`config.mk`:
```
export PLATFORM = sky130hd
export DESIGN_NAME = prog_loader
export DESIGN_NICKNAME = d
export VERILOG_FILES = /design/src/rtl/prog_loader.sv
export SDC_FILE = /design/constraint.sdc
export NUM_CORES = 1
export LEC_CHECK = 0
export ABC_AREA = 1
export CORE_UTILIZATION = 40
export DETAILED_ROUTE_END_ITERATION = 16
export GPL_TIMING_DRIVEN = 0
export HOLD_SLACK_MARGIN = 0.1
export PLACE_DENSITY = 0.73
export SETUP_SLACK_MARGIN = 0.1
export SYNTH_ARGS = -nofsm -noshare
export SYNTH_HDL_FRONTEND = slang
export SYNTH_SLANG_ARGS = --single-unit
```
`constraint.sdc`:
```
create_clock -name clk -period 3.6 [get_ports clk]
set_clock_uncertainty 0.15 [all_clocks]
set_input_delay 0.36 -clock clk [delete_from_list [all_inputs] [get_ports clk]]
set_output_delay 0.36 -clock clk [all_outputs]
set_load 0.01 [all_outputs]
```
`src/rtl/prog_loader.sv`:
```
// prog_loader: streams a program into instruction memory, validates a trailing
// checksum word and releases the processor reset only on a good load.
`default_nettype none

module prog_loader #(
  parameter int DEPTH = 128,
  parameter int AW    = 7,
  parameter int DW    = 16
) (
  input  logic          clk,
  input  logic          rst_n,
  input  logic          start,
  input  logic [7:0]    word_count,
  input  logic          in_valid,
  input  logic [DW-1:0] in_data,
  output logic          in_ready,
  output logic          im_w_en,
  output logic [AW-1:0] im_w_addr,
  output logic [DW-1:0] im_w_data,
  output logic          cpu_reset_n,
  output logic [15:0]   checksum,
  output logic          err,
  output logic [3:0]    state_out
);

  typedef enum logic [3:0] {
    S_IDLE  = 4'd0,
    S_LOAD  = 4'd1,
    S_CHECK = 4'd2,
    S_RUN   = 4'd3,
    S_ERROR = 4'd4
  } state_t;

  localparam logic [8:0] DEPTH_W = 9'(DEPTH);

  state_t      state, next_state;
  logic [7:0]  idx, count;
  logic [15:0] word16;
  logic        xfer, start_ok, last_word;
  logic        load_start, load_xfer, set_err;

  assign xfer      = in_valid & in_ready;
  assign word16    = 16'(in_data);
  assign start_ok  = (word_count != 8'd0) && ({1'b0, word_count} <= DEPTH_W);
  assign last_word = ((idx + 8'd1) == count);
  assign state_out = state;

  always_comb begin
    next_state = state;
    load_start = 1'b0;
    load_xfer  = 1'b0;
    set_err    = 1'b0;
    case (state)
      S_IDLE, S_RUN, S_ERROR: begin
        if (start) begin
          if (start_ok) begin
            next_state = S_LOAD;
            load_start = 1'b1;
          end else begin
            next_state = S_ERROR;
            set_err    = 1'b1;
          end
        end
      end
      S_LOAD: begin
        if (xfer) begin
          load_xfer = 1'b1;
          if (last_word) next_state = S_CHECK;
        end
      end
      S_CHECK: begin
        if (xfer) begin
          if (word16 == checksum) begin
            next_state = S_RUN;
          end else begin
            next_state = S_ERROR;
            set_err    = 1'b1;
          end
        end
      end
      default: next_state = S_IDLE;
    endcase
  end

  // Ready and processor reset are registered from next_state so they track state exactly.
  always_ff @(posedge clk or negedge rst_n) begin
    if (!rst_n) begin
      state       <= S_IDLE;
      in_ready    <= 1'b0;
      im_w_en     <= 1'b0;
      im_w_addr   <= '0;
      im_w_data   <= '0;
      cpu_reset_n <= 1'b0;
      checksum    <= 16'd0;
      err         <= 1'b0;
      idx         <= 8'd0;
      count       <= 8'd0;
    end else begin
      state       <= next_state;
      in_ready    <= (next_state == S_LOAD) || (next_state == S_CHECK);
      cpu_reset_n <= (next_state == S_RUN);
      im_w_en     <= load_xfer;
      if (load_xfer) begin
        im_w_addr <= idx[AW-1:0];
        im_w_data <= in_data;
        idx       <= idx + 8'd1;
        checksum  <= checksum + word16;
      end
      if (load_start) begin
        idx      <= 8'd0;
        checksum <= 16'd0;
        err      <= 1'b0;
        count    <= word_count;
      end
      if (set_err) err <= 1'b1;
    end
  end

endmodule

`default_nettype wire
```
---- Word level (Yosys, flattened, before mapping) ----
Index checks and enable logic that the tools add are counted.
word-level totals
  register bits after elaboration ......... 63
  bits of input ports ..................... 28
  output and inout port bits .............. 47
cells by class
  $add $sub $neg .......................... 2
  $lt $le $gt $ge ......................... 1
  eq/ne operators ......................... 9
  muxes and demuxes ....................... 23
  bitwise gates (word level) .............. 1
  reductions and logical operators ........ 7
operators with widths
  kind                   number
  $mux W16               2
  $add A16 B16 Y16       1
  $eq A16 B16 Y1         1
  $eq A4 B2 Y1 const B   4
  $mux W4                4
  $mux W8                2
  $pmux W4 S3            1
  $mux W1                11
  $add A8 B1 Y8 const B  1
  $eq A4 B1 Y1 const B   2
  $eq A8 B8 Y1           1
  $le A8 B8 Y1 const B   1
  $reduce_bool A8 Y1     1
  $mux W3                2
  $eq A4 B3 Y1 const B   1
  $logic_not A4 Y1       1
  $reduce_bool A2 Y1     2
  $reduce_or A3 Y1       1
  $pmux W1 S2            1
  $and A1 B1 Y1          1
  $logic_and A1 B1 Y1    1
  $logic_or A1 B1 Y1     1

---- Depth between registers and ports, before layout ----
  depth in word-level cells ............... 7
  depth in mapped cells ................... 14
  depth with buffers taken out ............ 14

---- Worst setup path before layout ----
OpenSTA, ideal clock, no wires.
  path kind ............................... register to register
  from .................................... register checksum[0]
  to ...................................... register checksum[12]
  library setup time ...................... 0.117 ns
  arrival ................................. 1.818 ns
  slack ................................... 1.514 ns
  stages on the path, launching flop included .. 12
  period minus slack after synthesis ...... 2.086 ns
  cell sequence ........................... dfrtp_1 > ha_1 > inv_1 > fa_1 > o21ai_1 > a21oi_1 > o21bai_1 > nand2_1 > nand2_1 > nand2_1 > nand3_1 > nand2_1
on the way
  longest elaborated chain between the ends .. 3
ends and longest elaborated chain
  element                 line  source
  start, declared         21    output logic [15:0] checksum,
  start signal, assigned  107   checksum <= checksum + word16;
  $add A16 B16 Y16        107
  $mux W16                103   if (load_xfer) begin
  $mux W16                109   if (load_start) begin
No other way between the ends. The select of a mux whose other input is x is not followed.
A chain may end at the register's enable or synchronous reset.

---- Worst setup path after layout ----
  from .................................... input port in_data[0]
  to ...................................... register checksum[12]
on the way
  longest elaborated chain between the ends .. 3
ends and longest elaborated chain
  element           line  source
  start, declared   15    input logic [DW-1:0] in_data,
  $add A16 B16 Y16  107
  $mux W16          103
  $mux W16          109
No other way between the ends. The select of a mux whose other input is x is not followed.

==> impl_metrics.csv <==
group,metric,value,unit
detailed_routing,wl_per_cell,13.3,µm
placement,place_congestion,0.877,
global_route,grt_pass1_vias,3314,
timing,final-hold-violation-count,0,
timing,fin_setup_tns,0,ns
cells_and_area,final_area,4730,µm²
critical_path,slowest_stage,"clkdlybuf4s50_1",
logic_synthesis,synth_top_area_share,43.5,%
clock_tree,cts-hold-fix-buffers,1,
critical_path,path_max_fanout,4,
logic_synthesis,syn_inst,459,
timing,worstMarginPinSlew,0.798,ns
clock_tree,tritoncts,"built",
critical_path,path_common_cell,"nand2_1",
timing,min_period,2.56,ns
global_route,antenna_found_initial,0,
logic_synthesis,syn_avg_cell_area,7.90,µm²
critical_path,crit_path_end_kind,"flop",
global_route,grt-ovfl-total,0,
timing,hold_ws,0.327,ns
placement,io_buffers,74,
cells_and_area,instances_no_fill,658,
logic_synthesis,synth_fp_nets,504,
clock_tree,clockRootBuffer,"clkbuf_8",
logic_synthesis,synth_seq_cells,63,
detailed_routing,vias_per_cell,5.01,
logic_synthesis,synth_ff_type,"dfrtp_1",
power_and_ir_drop,seq_power_share,42.4,%
detailed_routing,drt_first_pass_iters,4,
global_route,grt_pass1_wl,15100,µm
power_and_ir_drop,pwr-share-comb,23.2,%
clock_tree,clkTransAtPathRegs,0.07,ns
logic_synthesis,synthTopCellsByArea,"dfrtp_1 43%, nand2_1 14%, ha_1 5.5%",
logic_synthesis,synth_area,3630,µm²
critical_path,regToRegStartpoint,"checksum[0]",
power_and_ir_drop,power,2.01,mW
critical_path,cp_data_required_time,3.69,ns
placement,placed_cells,641,
clock_tree,clock_path_buffers,2,
logic_synthesis,seq_area_frac_synth,43.5,%
critical_path,critical_path_class,"in -> reg",
power_and_ir_drop,pwr-share-clk,34.4,%
clock_tree,postCtsSetupRepairBufs,0,
cells_and_area,nNetsFinal,590,
logic_synthesis,yosys_warnings,0,
timing,fin_crit_sh,71.2,%
cells_and_area,fillers,850,
global_route,grt_max_degree,64,
run_status,status,"finished, final reports clean",
timing,drv_slew,0,
job,cap_violations,0,
clock_tree,cts_buffers,9,
clock_tree,h-tree-depth,3,
power_and_ir_drop,powerDensity,425,nW/µm²
detailed_routing,antenna_left,0,
placement,place_ws,0.721,ns
detailed_routing,drc,0,
power_and_ir_drop,p_sw_share,28.7,%
critical_path,critPathMaxStageDelay,0.53,ns
cells_and_area,postLayoutCoreUtil,54.0,%
hold_path,worstHoldPathType,"reg -> reg",
critical_path,crit_start,"in_data[0]",
power_and_ir_drop,max-vdd-ir-drop,0.246,mV
cells_and_area,syn_to_final_growth,30.5,%
timing,max_freq,390,MHz
logic_synthesis,synth_edf_count,0,
placement,dp.final_hpwl,6600,µm
global_route,grt_usage,19.7,%
critical_path,crit_chain,"clkdlybuf4s50_1, ha_1, inv_1, fa_1, o21ai_1, a21oi_1, o21bai_1, nand2_1, nand2_1, nand2_1, nand3_1, nand2_1",
timing,worst_slack,1.04,ns
hold_path,min_from,"im_w_data[14]",
power_and_ir_drop,internal_power,1.43,mW
clock_tree,clock_sinks,63,
floorplan,chipHeight,97.2,µm
floorplan,dieArea,9450,µm²
timing,slew_headroom,46.8,%
floorplan,initial_core_util,41.4,%
timing,rsz0062_at_grt,"false",
detailed_routing,wl,8770,µm
clock_tree,post_cts_resized,0,
timing,setup_viol,0,
floorplan,core-area,8760,µm²
placement,dpl-instance-area,4500,µm²
power_and_ir_drop,power.switching,577,µW
floorplan,io_pins,75,
cells_and_area,diodes,0,
detailed_routing,drt-initial-drc-count,131,
logic_synthesis,yosysTopAreaCell,"dfrtp_1",
floorplan,die_x,97.2,µm
cells_and_area,layout-drive-gt1-share,9.09,%
logic_synthesis,synthArstFlopShare,100,%
logic_synthesis,yosysUniqueCellTypes,42,
critical_path,critPathLaunchType,"input port",
detailed_routing,route.vias.total,3296,
floorplan,num_rows,34,
critical_path,arrival,2.65,ns
power_and_ir_drop,leakagePower,2.35,nW
clock_tree,worstSkewPairLatency,0.34,ns
[synth_stat cells (2+ instances only)]
library cell  instances
buf_4                 2
clkbuf_1              4
o22ai_1               6
nand3b_1              5
dfrtp_1              63
nor2_1               23
o21ai_0              29
nand2_2              13
o21ai_1               3
nand3_1              37
nand2_1             137
ha_1                 16
o21bai_1              3
o31ai_1               2
a21oi_1              19
nor3_1                3
o21ai_2               5
nand4_1               5
inv_1                53
a22o_1                2
inv_2                 2
xor2_1                7
[cell type report]
class | instances | area [µm²] | share of cell area [%]
multi-input combinational | 331 | 1770 | 37.4
inverter | 56 | 215 | 4.55
tap | 108 | 135 | 2.85
clock buffer | 11 | 141 | 2.99
sequential | 63 | 1580 | 33.3
clock inverter | 5 | 81.3 | 1.72
timing repair buffer | 75 | 748 | 15.8
buffer | 9 | 66.3 | 1.40
[cell families (layout without fill, tap and decap cells)]
logic type,count (synthesis),count (layout),share of synthesized area (%)
other cells,1,1,0.103
fa+ha+maj,17,17,6.07
xor+xnor,8,8,1.93
flops,63,63,43.5
buf+inv,65,156,7.76
simple gates,231,231,28.8
compound gates,74,74,11.9
[routing by layer]
metal | global-route usage (%) | vias to the layer above | wire, µm
met5 | 0 | - | 0
met4 | 6.11 | 0 | 120
met3 | 5.32 | 14 | 431
met2 | 33.6 | 78 | 4260
met1 | 24.2 | 1537 | 3960
li1 | - | 1667 | -
[state kept, by name, indices dropped and copies added (netlist names)]
register,count
checksum,16
im_w_data,16
count,8
idx,8
im_w_addr,7
state_out,4
cpu_reset_n,1
err,1
im_w_en,1
in_ready,1
[final timing paths]
path / end / slack, ns / cells past startpoint
worst max-delay path: checksum[12] / 1.04 / 12
worst min-delay path: im_w_data[14] / 0.33 / 2
worst max register to register: checksum[12] / 1.20 / 11
worst min register to register: im_w_data[14] / 0.33 / 2
max in group asynchronous: im_w_data[9] / 2.27 / 2
min in group asynchronous: im_w_data[2] / 0.50 / 2
[power by group through the flow]
stage / clock (mW) / combinational, mW / sequential (mW)
final: 0.692 / 0.466 / 0.852
after global routing: 0.742 / 0.518 / 0.866
after CTS: 0.708 / 0.472 / 0.853
after detailed placement: 0 / 0.466 / 0.866
after global placement: 0 / 0.459 / 0.862
after floorplan: 0 / 0.213 / 0.886
[critical path: cells and delay by family]
family                     cells  cell delay [ns]
adders and majority gates      2             0.64
AOI/OAI and AO/OA              3             0.71
buffers and inverters          2             0.60
and+or+nand+nor                5             0.34
[cell usage in the layout, fill, tap and decap left out, drive strengths merged, types with 2 or more instances in the layout]
cell type and n:
a21oi 20, a22o 2, buf 6, bufinv 2, clkbuf 15, clkdlybuf4s50 73
clkinv 2, dfrtp 63, ha 16, inv 56, nand2 152, nand3 38
nand3b 5, nand4 5, nor2 25, nor3 3, o21ai 37, o21bai 3
o22ai 6, o31ai 2, xor2 7
Power figures use the tool's default switching activity.
